$ cat src/rtl/muldiv_unit_pkg.sv
// Shared encodings for the multiply/divide unit: operation codes, FSM states, default widths.
package muldiv_unit_pkg;

  localparam int unsigned MD_WIDTH = 32;
  localparam int unsigned MD_CNT_W = 5;

  typedef enum logic [2:0] {
    MD_MULT  = 3'd0,
    MD_MULTU = 3'd1,
    MD_DIV   = 3'd2,
    MD_DIVU  = 3'd3,
    MD_MTHI  = 3'd4,
    MD_MTLO  = 3'd5
  } md_op_e;

  typedef enum logic [1:0] {
    ST_IDLE = 2'd0,
    ST_RUN  = 2'd1,
    ST_FIX  = 2'd2
  } md_state_e;

endpackage

$ cat src/rtl/muldiv_core.sv
// Iterative datapath: one shift-add (multiply) or restoring-subtract (divide) step per cycle.
// acc holds {partial_product_hi, multiplier} or {remainder, dividend/quotient}.
module muldiv_core #(
  parameter int unsigned WIDTH = 32,
  parameter int unsigned CNT_W = 5
) (
  input  logic                 clk,
  input  logic                 rst,
  input  logic                 load,
  input  logic                 div,
  input  logic [WIDTH-1:0]     a,
  input  logic [WIDTH-1:0]     b,
  input  logic                 step,
  output logic [2*WIDTH-1:0]   acc,
  output logic                 last_c
);

  logic [WIDTH-1:0]   m;
  logic               div_q;
  logic [CNT_W-1:0]   cnt;
  logic [WIDTH:0]     sum;
  logic [WIDTH:0]     diff;
  logic [2*WIDTH-1:0] acc_n;

  // Next accumulator value for the current mode
  always_comb begin
    sum  = {1'b0, acc[2*WIDTH-1:WIDTH]} + (acc[0] ? {1'b0, m} : {(WIDTH+1){1'b0}});
    diff = acc[2*WIDTH-1:WIDTH-1] - {1'b0, m};
    if (div_q) begin
      acc_n = diff[WIDTH] ? {acc[2*WIDTH-2:0], 1'b0}
                          : {diff[WIDTH-1:0], acc[WIDTH-2:0], 1'b1};
    end else begin
      acc_n = {sum, acc[WIDTH-1:1]};
    end
  end

  always_ff @(posedge clk) begin
    if (rst) begin
      acc   <= '0;
      m     <= '0;
      div_q <= 1'b0;
      cnt   <= '0;
    end else if (load) begin
      m     <= div ? b : a;
      div_q <= div;
      acc   <= div ? {{WIDTH{1'b0}}, a} : {{WIDTH{1'b0}}, b};
      cnt   <= '0;
    end else if (step) begin
      acc <= acc_n;
      cnt <= cnt + CNT_W'(1);
    end
  end

  assign last_c = (cnt == CNT_W'(WIDTH - 1));

endmodule

$ cat src/rtl/muldiv_unit.sv
// Multiply/divide unit with HI/LO registers: FSM, sign handling and MTHI/MTLO path.
// Define MULDIV_FAST_MULT_EN for single-cycle combinational MULT/MULTU.
module muldiv_unit
  import muldiv_unit_pkg::*;
#(
  parameter int unsigned WIDTH = MD_WIDTH,
  parameter int unsigned CNT_W = MD_CNT_W
) (
  input  logic             clk,
  input  logic             rst,
  input  logic             start,
  input  logic [2:0]       op,
  input  logic [WIDTH-1:0] opa,
  input  logic [WIDTH-1:0] opb,
  output logic             busy,
  output logic             done,
  output logic [WIDTH-1:0] hi,
  output logic [WIDTH-1:0] lo
);

  md_state_e          state, state_n;
  logic [WIDTH-1:0]   hi_n, lo_n;
  logic               done_n;
  logic               neg_q, neg_n;
  logic               rneg_q, rneg_n;
  logic               div_q, div_n;
  logic               div0_q, div0_n;
  logic [WIDTH-1:0]   a_q, a_n;

  logic               load, step, last_c;
  logic [2*WIDTH-1:0] acc;
  logic               sgn_op, a_neg, b_neg;
  logic [WIDTH-1:0]   a_mag, b_mag;
  logic [2*WIDTH-1:0] prod;
  logic [WIDTH-1:0]   quo, rem;

  // Operand magnitudes and signs for the signed ops
  assign sgn_op = (op == MD_MULT) || (op == MD_DIV);
  assign a_neg  = sgn_op & opa[WIDTH-1];
  assign b_neg  = sgn_op & opb[WIDTH-1];
  assign a_mag  = a_neg ? -opa : opa;
  assign b_mag  = b_neg ? -opb : opb;

  // Sign-corrected results from the finished iteration
  assign prod = neg_q ? -acc : acc;
  assign quo  = neg_q ? -acc[WIDTH-1:0] : acc[WIDTH-1:0];
  assign rem  = rneg_q ? -acc[2*WIDTH-1:WIDTH] : acc[2*WIDTH-1:WIDTH];

`ifdef MULDIV_FAST_MULT_EN
  logic [2*WIDTH-1:0] fast_prod;
  assign fast_prod = sgn_op
    ? ({{WIDTH{opa[WIDTH-1]}}, opa} * {{WIDTH{opb[WIDTH-1]}}, opb})
    : ({{WIDTH{1'b0}}, opa} * {{WIDTH{1'b0}}, opb});
`endif

  muldiv_core #(.WIDTH(WIDTH), .CNT_W(CNT_W)) u_core (
    .clk    (clk),
    .rst    (rst),
    .load   (load),
    .div    (op[1]),
    .a      (a_mag),
    .b      (b_mag),
    .step   (step),
    .acc    (acc),
    .last_c (last_c)
  );

  always_ff @(posedge clk) begin
    if (rst) begin
      state  <= ST_IDLE;
      hi     <= '0;
      lo     <= '0;
      done   <= 1'b0;
      busy   <= 1'b0;
      neg_q  <= 1'b0;
      rneg_q <= 1'b0;
      div_q  <= 1'b0;
      div0_q <= 1'b0;
      a_q    <= '0;
    end else begin
      state  <= state_n;
      hi     <= hi_n;
      lo     <= lo_n;
      done   <= done_n;
      busy   <= (state_n != ST_IDLE);
      neg_q  <= neg_n;
      rneg_q <= rneg_n;
      div_q  <= div_n;
      div0_q <= div0_n;
      a_q    <= a_n;
    end
  end

  always_comb begin
    state_n = state;
    hi_n    = hi;
    lo_n    = lo;
    done_n  = 1'b0;
    neg_n   = neg_q;
    rneg_n  = rneg_q;
    div_n   = div_q;
    div0_n  = div0_q;
    a_n     = a_q;
    load    = 1'b0;
    step    = 1'b0;
    unique case (state)
      ST_IDLE: begin
        if (start) begin
          case (op)
            MD_MULT, MD_MULTU, MD_DIV, MD_DIVU: begin
`ifdef MULDIV_FAST_MULT_EN
              if (!op[1]) begin
                {hi_n, lo_n} = fast_prod;
                done_n       = 1'b1;
              end else
`endif
              begin
                load    = 1'b1;
                state_n = ST_RUN;
                neg_n   = a_neg ^ b_neg;
                rneg_n  = a_neg;
                div_n   = op[1];
                div0_n  = (opb == '0);
                a_n     = opa;
              end
            end
            MD_MTHI: hi_n = opa;
            MD_MTLO: lo_n = opa;
            default: ;
          endcase
        end
      end
      ST_RUN: begin
        step = 1'b1;
        if (last_c) state_n = ST_FIX;
      end
      ST_FIX: begin
        // Divide by zero reports all-ones quotient and the raw dividend
        if (div_q && div0_q) begin
          hi_n = a_q;
          lo_n = '1;
        end else if (div_q) begin
          hi_n = rem;
          lo_n = quo;
        end else begin
          {hi_n, lo_n} = prod;
        end
        done_n  = 1'b1;
        state_n = ST_IDLE;
      end
      default: state_n = ST_IDLE;
    endcase
  end

endmodule
$ cat config.mk
export PLATFORM = sky130hd
export DESIGN_NAME = muldiv_unit
export DESIGN_NICKNAME = d
export VERILOG_FILES = /design/src/rtl/muldiv_unit_pkg.sv /design/src/rtl/muldiv_core.sv /design/src/rtl/muldiv_unit.sv
export SDC_FILE = /design/constraint.sdc
export NUM_CORES = 1
export LEC_CHECK = 0
export CORE_MARGIN = 3
export CORE_UTILIZATION = 57
export DETAILED_ROUTE_END_ITERATION = 6
export GPL_TIMING_DRIVEN = 0
export HOLD_SLACK_MARGIN = 0.02
export PLACE_DENSITY_LB_ADDON = 0.08
export SYNTH_ARGS = -nofsm -noshare
export SYNTH_HDL_FRONTEND = slang
export SYNTH_SLANG_ARGS = --single-unit
$ cat constraint.sdc
create_clock -name clk -period 8.51 [get_ports clk]
set_clock_uncertainty 0.05 [all_clocks]
set_input_delay 1.702 -clock clk [delete_from_list [all_inputs] [get_ports clk]]
set_output_delay 1.702 -clock clk [all_outputs]
set_load 0.005 [all_outputs]
==> impl.org, run 1 <==
** Outcome
- The flow ran to the end, and the final reports show no timing, DRC or antenna violations.

** Global routing
- Wire length of the first global-routing pass :: 104000 um
- Initial antenna violation count :: 1
- Leftover overflow at the end of global routing :: 0
- Via count of the first global-routing pass :: around 17000
- Pin count of the biggest net entering global routing :: 13
- GRT Overall Usage :: 0.441

** Timing
- Hold is met by around 400 ps.
- The final-report max-slew violation count was 0.
- Final period demand of the worst path :: just under 5000 ps
- Setup violations remaining at the end of the flow were counted as 0.
- Setup repair after global routing left no endpoint under its margin.
- Setup Total Neg Slack :: 0 ps
- Worst slew pin tran :: 1180 ps
- Final worst path period share :: 0.568
- Worst slew margin relative to its limit :: 0.206
- Number of hold-slack violations in the final timing report :: 0
- Based on the critical path, the design can be clocked at up to approximately 0.21 GHz.
- Setup slack on the critical path of the routed design comes to approximately 3700 ps.

** Place
- Setup Slack @ Placement :: 3430 ps
- Final GP Congestion :: about 1.1
- Number of buffers added on ports :: about 120
- Detailed placement ended at an HPWL of around 55000 um.

** Setup path
- Along the worst path, the maximum fanout reaches 8.
- Data arrives at the worst endpoint at just over 5000 ps.
- The worst setup path is launched from an input pin.
- Data on the critical path is required at its endpoint by roughly 8900 ps.
- Critical Path Sink Type :: flop
- Start-to-end type of the worst setup path :: in -> reg

** Synthesis
- Among all flip-flop cells after synthesis, the most frequent one is sky130_fd_sc_hd__dfxtp_1.
- The share of synthesized area in the top cell type comes to 0.255.
- During synthesis, Yosys emitted a total of 0 warnings.
- After synthesis, the mean cell area works out to about 7.5 um^2.
- The most common cell in the synthesized netlist is sky130_fd_sc_hd__a21oi_1.
- Syn Inst Count :: between 2000 and 2500
- Post-synthesis cell type with the largest combined area :: sky130_fd_sc_hd__dfxtp_1
- Post-synth top cells :: sky130_fd_sc_hd__a21oi_1 (254), sky130_fd_sc_hd__nand2_1 (241), sky130_fd_sc_hd__nor2_1 (231)
- Post-synth design cell area :: 16100 um^2
- Ranked by total cell area, the synthesized netlist is headed by sky130_fd_sc_hd__dfxtp_1 (26%), sky130_fd_sc_hd__a21oi_1 (7.9%), sky130_fd_sc_hd__nand2_1 (5.6%), sky130_fd_sc_hd__ha_1 (5.5%), sky130_fd_sc_hd__nor2_1 (5.4%).
- The synthesized design contains between 200 and 250 register bits.
- Number of library cell types mapped by synthesis :: 98
- The number of nets handed over by synthesis was roughly 2300.
- For this run, the register share of the synthesized area comes to 0.255.
- Async set-reset flop share out of synthesis :: 0
- EDFF count, synth :: 0

** Power and ir drop
- For this design the ratio of total power to cell area is 160 nW/um^2.
- The analysis attributes to cell leakage a power of roughly 7 nW.
- Worst vdd ir :: approximately 150 uV

** Drt
- The routed layout has 18746 vias.
- Routed WL :: approximately 71000 um
- Count of antenna-violating nets left after detailed routing :: 0
- After detailed routing, the average wire length per cell comes to approximately 26 um.
- Mean number of vias per cell :: between 6 and 7
- Length of the first detailed-routing pass in iterations :: 7
- In this run, the number of DRC markers left after iteration 0 of detailed routing was 3049.
- After detailed routing, the number of remaining DRC violations is 0.

** Clock tree
- The clock passes through at most 3 buffers.
- Setup bufs post-CTS :: 0
- Cts bufs inserted :: 25
- The clock reaches the later pin of the worst-skew pair after 540 ps.
- Clock input transition at the sequential cells of the worst setup and hold paths :: around 60 ps
- CTS built an H-tree with a depth of 1.
- Cell at the root of the clock tree :: sky130_fd_sc_hd__clkbuf_16
- The tree built by TritonCTS fans out to between 200 and 250 sinks.
- Clock tree from TritonCTS :: done
- Cells resized by post-CTS repair :: 0
- After clock tree synthesis, the flow added hold-fix buffers numbering 0.

** Final layout
- The net count of the finished layout is 2445.
- Counting the fill cells in the layout gives ~2500.
- Synth-to-Final Area Change :: 15.7%
- Post-Route Utilization :: 0.680
- In the final layout, the share of cells above drive strength 1 is 0.0470.
- The sequential cells in the finished layout cover a total of just over 4000 um^2.
- Multi-input logic area :: between 10000 and 15000 um^2
- The repair_antennas step left the layout with diodes totalling 0.

** Floorplanning
- In this run the vertical extent of the chip is 174 um.
- After floorplanning, the core was divided into 60 placement rows.
- Initial core utilization :: 0.588
- Die Footprint :: 30200 um^2
- The die is about 170 um wide.
- Area of the core :: 27300 um^2
- For this design the top-level I/O count stands at ~140.

** Flow run
- The tool flagged a number of max-cap violations equal to 0.

** Worst hold path
- Class of the tightest hold or removal check :: reg -> reg
## cell usage in the layout (no fill, tap or decap), types with 20 or more instances in the layout
cell / instances
sky130_fd_sc_hd__nor3_1: 42
sky130_fd_sc_hd__inv_1: 66
sky130_fd_sc_hd__clkbuf_1: 115
sky130_fd_sc_hd__nand2_1: 241
sky130_fd_sc_hd__a21o_1: 26
sky130_fd_sc_hd__xnor2_1: 87
sky130_fd_sc_hd__xor2_1: 83
sky130_fd_sc_hd__o22ai_1: 21
sky130_fd_sc_hd__a31oi_1: 26
sky130_fd_sc_hd__a221oi_1: 27
sky130_fd_sc_hd__a21oi_1: 254
sky130_fd_sc_hd__a211oi_1: 55
sky130_fd_sc_hd__o21ai_0: 98
sky130_fd_sc_hd__nand3_1: 35
sky130_fd_sc_hd__o211ai_1: 41
sky130_fd_sc_hd__clkdlybuf4s50_1: 121
sky130_fd_sc_hd__nor4_1: 23
sky130_fd_sc_hd__dfxtp_1: 205
sky130_fd_sc_hd__nand2b_1: 21
sky130_fd_sc_hd__buf_1: 20
sky130_fd_sc_hd__clkbuf_16: 25
sky130_fd_sc_hd__mux2i_1: 83
sky130_fd_sc_hd__nor2_1: 231
sky130_fd_sc_hd__ha_1: 70
## final timing paths
kind                   from              to  slack (ps)  cells after the start
min reg2reg     u_core.m[7]     u_core.m[7]         400                      2
max                  opa[0]    u_core.m[20]        3680                     12
min             u_core.m[7]     u_core.m[7]         400                      2
max reg2reg  u_core.acc[31]  u_core.acc[32]        4100                     13
## per-layer routing
metal  GRT usage  wire (um)  part of all wire  vias to the layer above
met5           0         16           0.00023                        -
met4       0.213       4300             0.061                        2
met3       0.138      11100              0.16                      336
met2       0.637      28500              0.40                     1603
met1       0.597      26900              0.38                     8711
li1            -          -                 -                     8094
## flip-flops by register name, summed over array words and instances, names as in the netlist, 2 cells and up
| register | cells |
|---|---|
| lo | 32 |
| hi | 32 |
| state | 2 |
| u_core.m | 32 |
| a_q | 32 |
| u_core.acc | 64 |
| u_core.cnt | 5 |
## where the power goes
part / switching, mW / internal [mW]
clock: 0.457 / 0.677
combinational: 0.534 / 0.268
sequential: 0.0437 / 1.00
## kinds of logic after synthesis
family / share of synthesized area
AOI/OAI and AO/OA: 0.283
xor gates and xnor gates: 0.0927
adders and majority gates: 0.0570
buffers and inverters: 0.0544
DFF: 0.255
muxes: 0.0517
and+or+nand+nor: 0.206
## critical path: stages
cell and delay (ps):
sky130_fd_sc_hd__clkdlybuf4s50_1 740, sky130_fd_sc_hd__inv_1 170, sky130_fd_sc_hd__ha_1 210, sky130_fd_sc_hd__nor3b_1 480, sky130_fd_sc_hd__nor4b_4 360, sky130_fd_sc_hd__and2_2 240, sky130_fd_sc_hd__nand2_1 120, sky130_fd_sc_hd__o31ai_1 280
sky130_fd_sc_hd__xor2_1 400, sky130_fd_sc_hd__nor2_1 120, sky130_fd_sc_hd__nor2_1 260, sky130_fd_sc_hd__a211oi_1 80
## through the flow
| stage | instance area (um^2) | std cells | total power, mW |
|---|---|---|---|
| floorplan | 16100 | 2155 | 1.53 |
| global placement | 17700 | 2648 | 1.80 |
| detailed placement | 17700 | 2648 | 1.81 |
| CTS | 18600 | 2690 | 2.92 |
| global route | 18600 | 2690 | 3.04 |
| finish | 18600 | 2690 | 2.98 |
## layout make-up
class | instances | share of cell area
multi-input combinational | 1729 | 0.596
sequential | 205 | 0.221
timing repair buffer | 121 | 0.0651
clock buffer | 31 | 0.0381
buffer | 154 | 0.0334
tap | 372 | 0.0250
inverter | 67 | 0.0135
clock inverter | 11 | 0.00767
(Power assumes the default switching activity.)
==> inputs of run 2 (changes only) <==
==> constraint.sdc (replaced) <==
create_clock -name clk -period 4.8 [get_ports clk]
set_clock_uncertainty 0.05 [all_clocks]
set_input_delay 0.96 -clock clk [delete_from_list [all_inputs] [get_ports clk]]
set_output_delay 0.96 -clock clk [all_outputs]
set_load 0.005 [all_outputs]
==> results of run 2 <==
Same layout as run 1 (identical final DEF). Status: complete, no violations.
Among the figures that moved: setup slack after placement 3430 ps -> 464 ps; setup slack after layout 3680 ps -> 395 ps; start point of the critical path opa[0] -> u_core.acc[31]; end point of the critical path u_core.m[20] -> u_core.acc[32]; register-to-register setup slack 4100 ps -> 390 ps; total power 2.98 mW -> 5.28 mW; worst IR drop on VDD 148 uV -> 262 uV
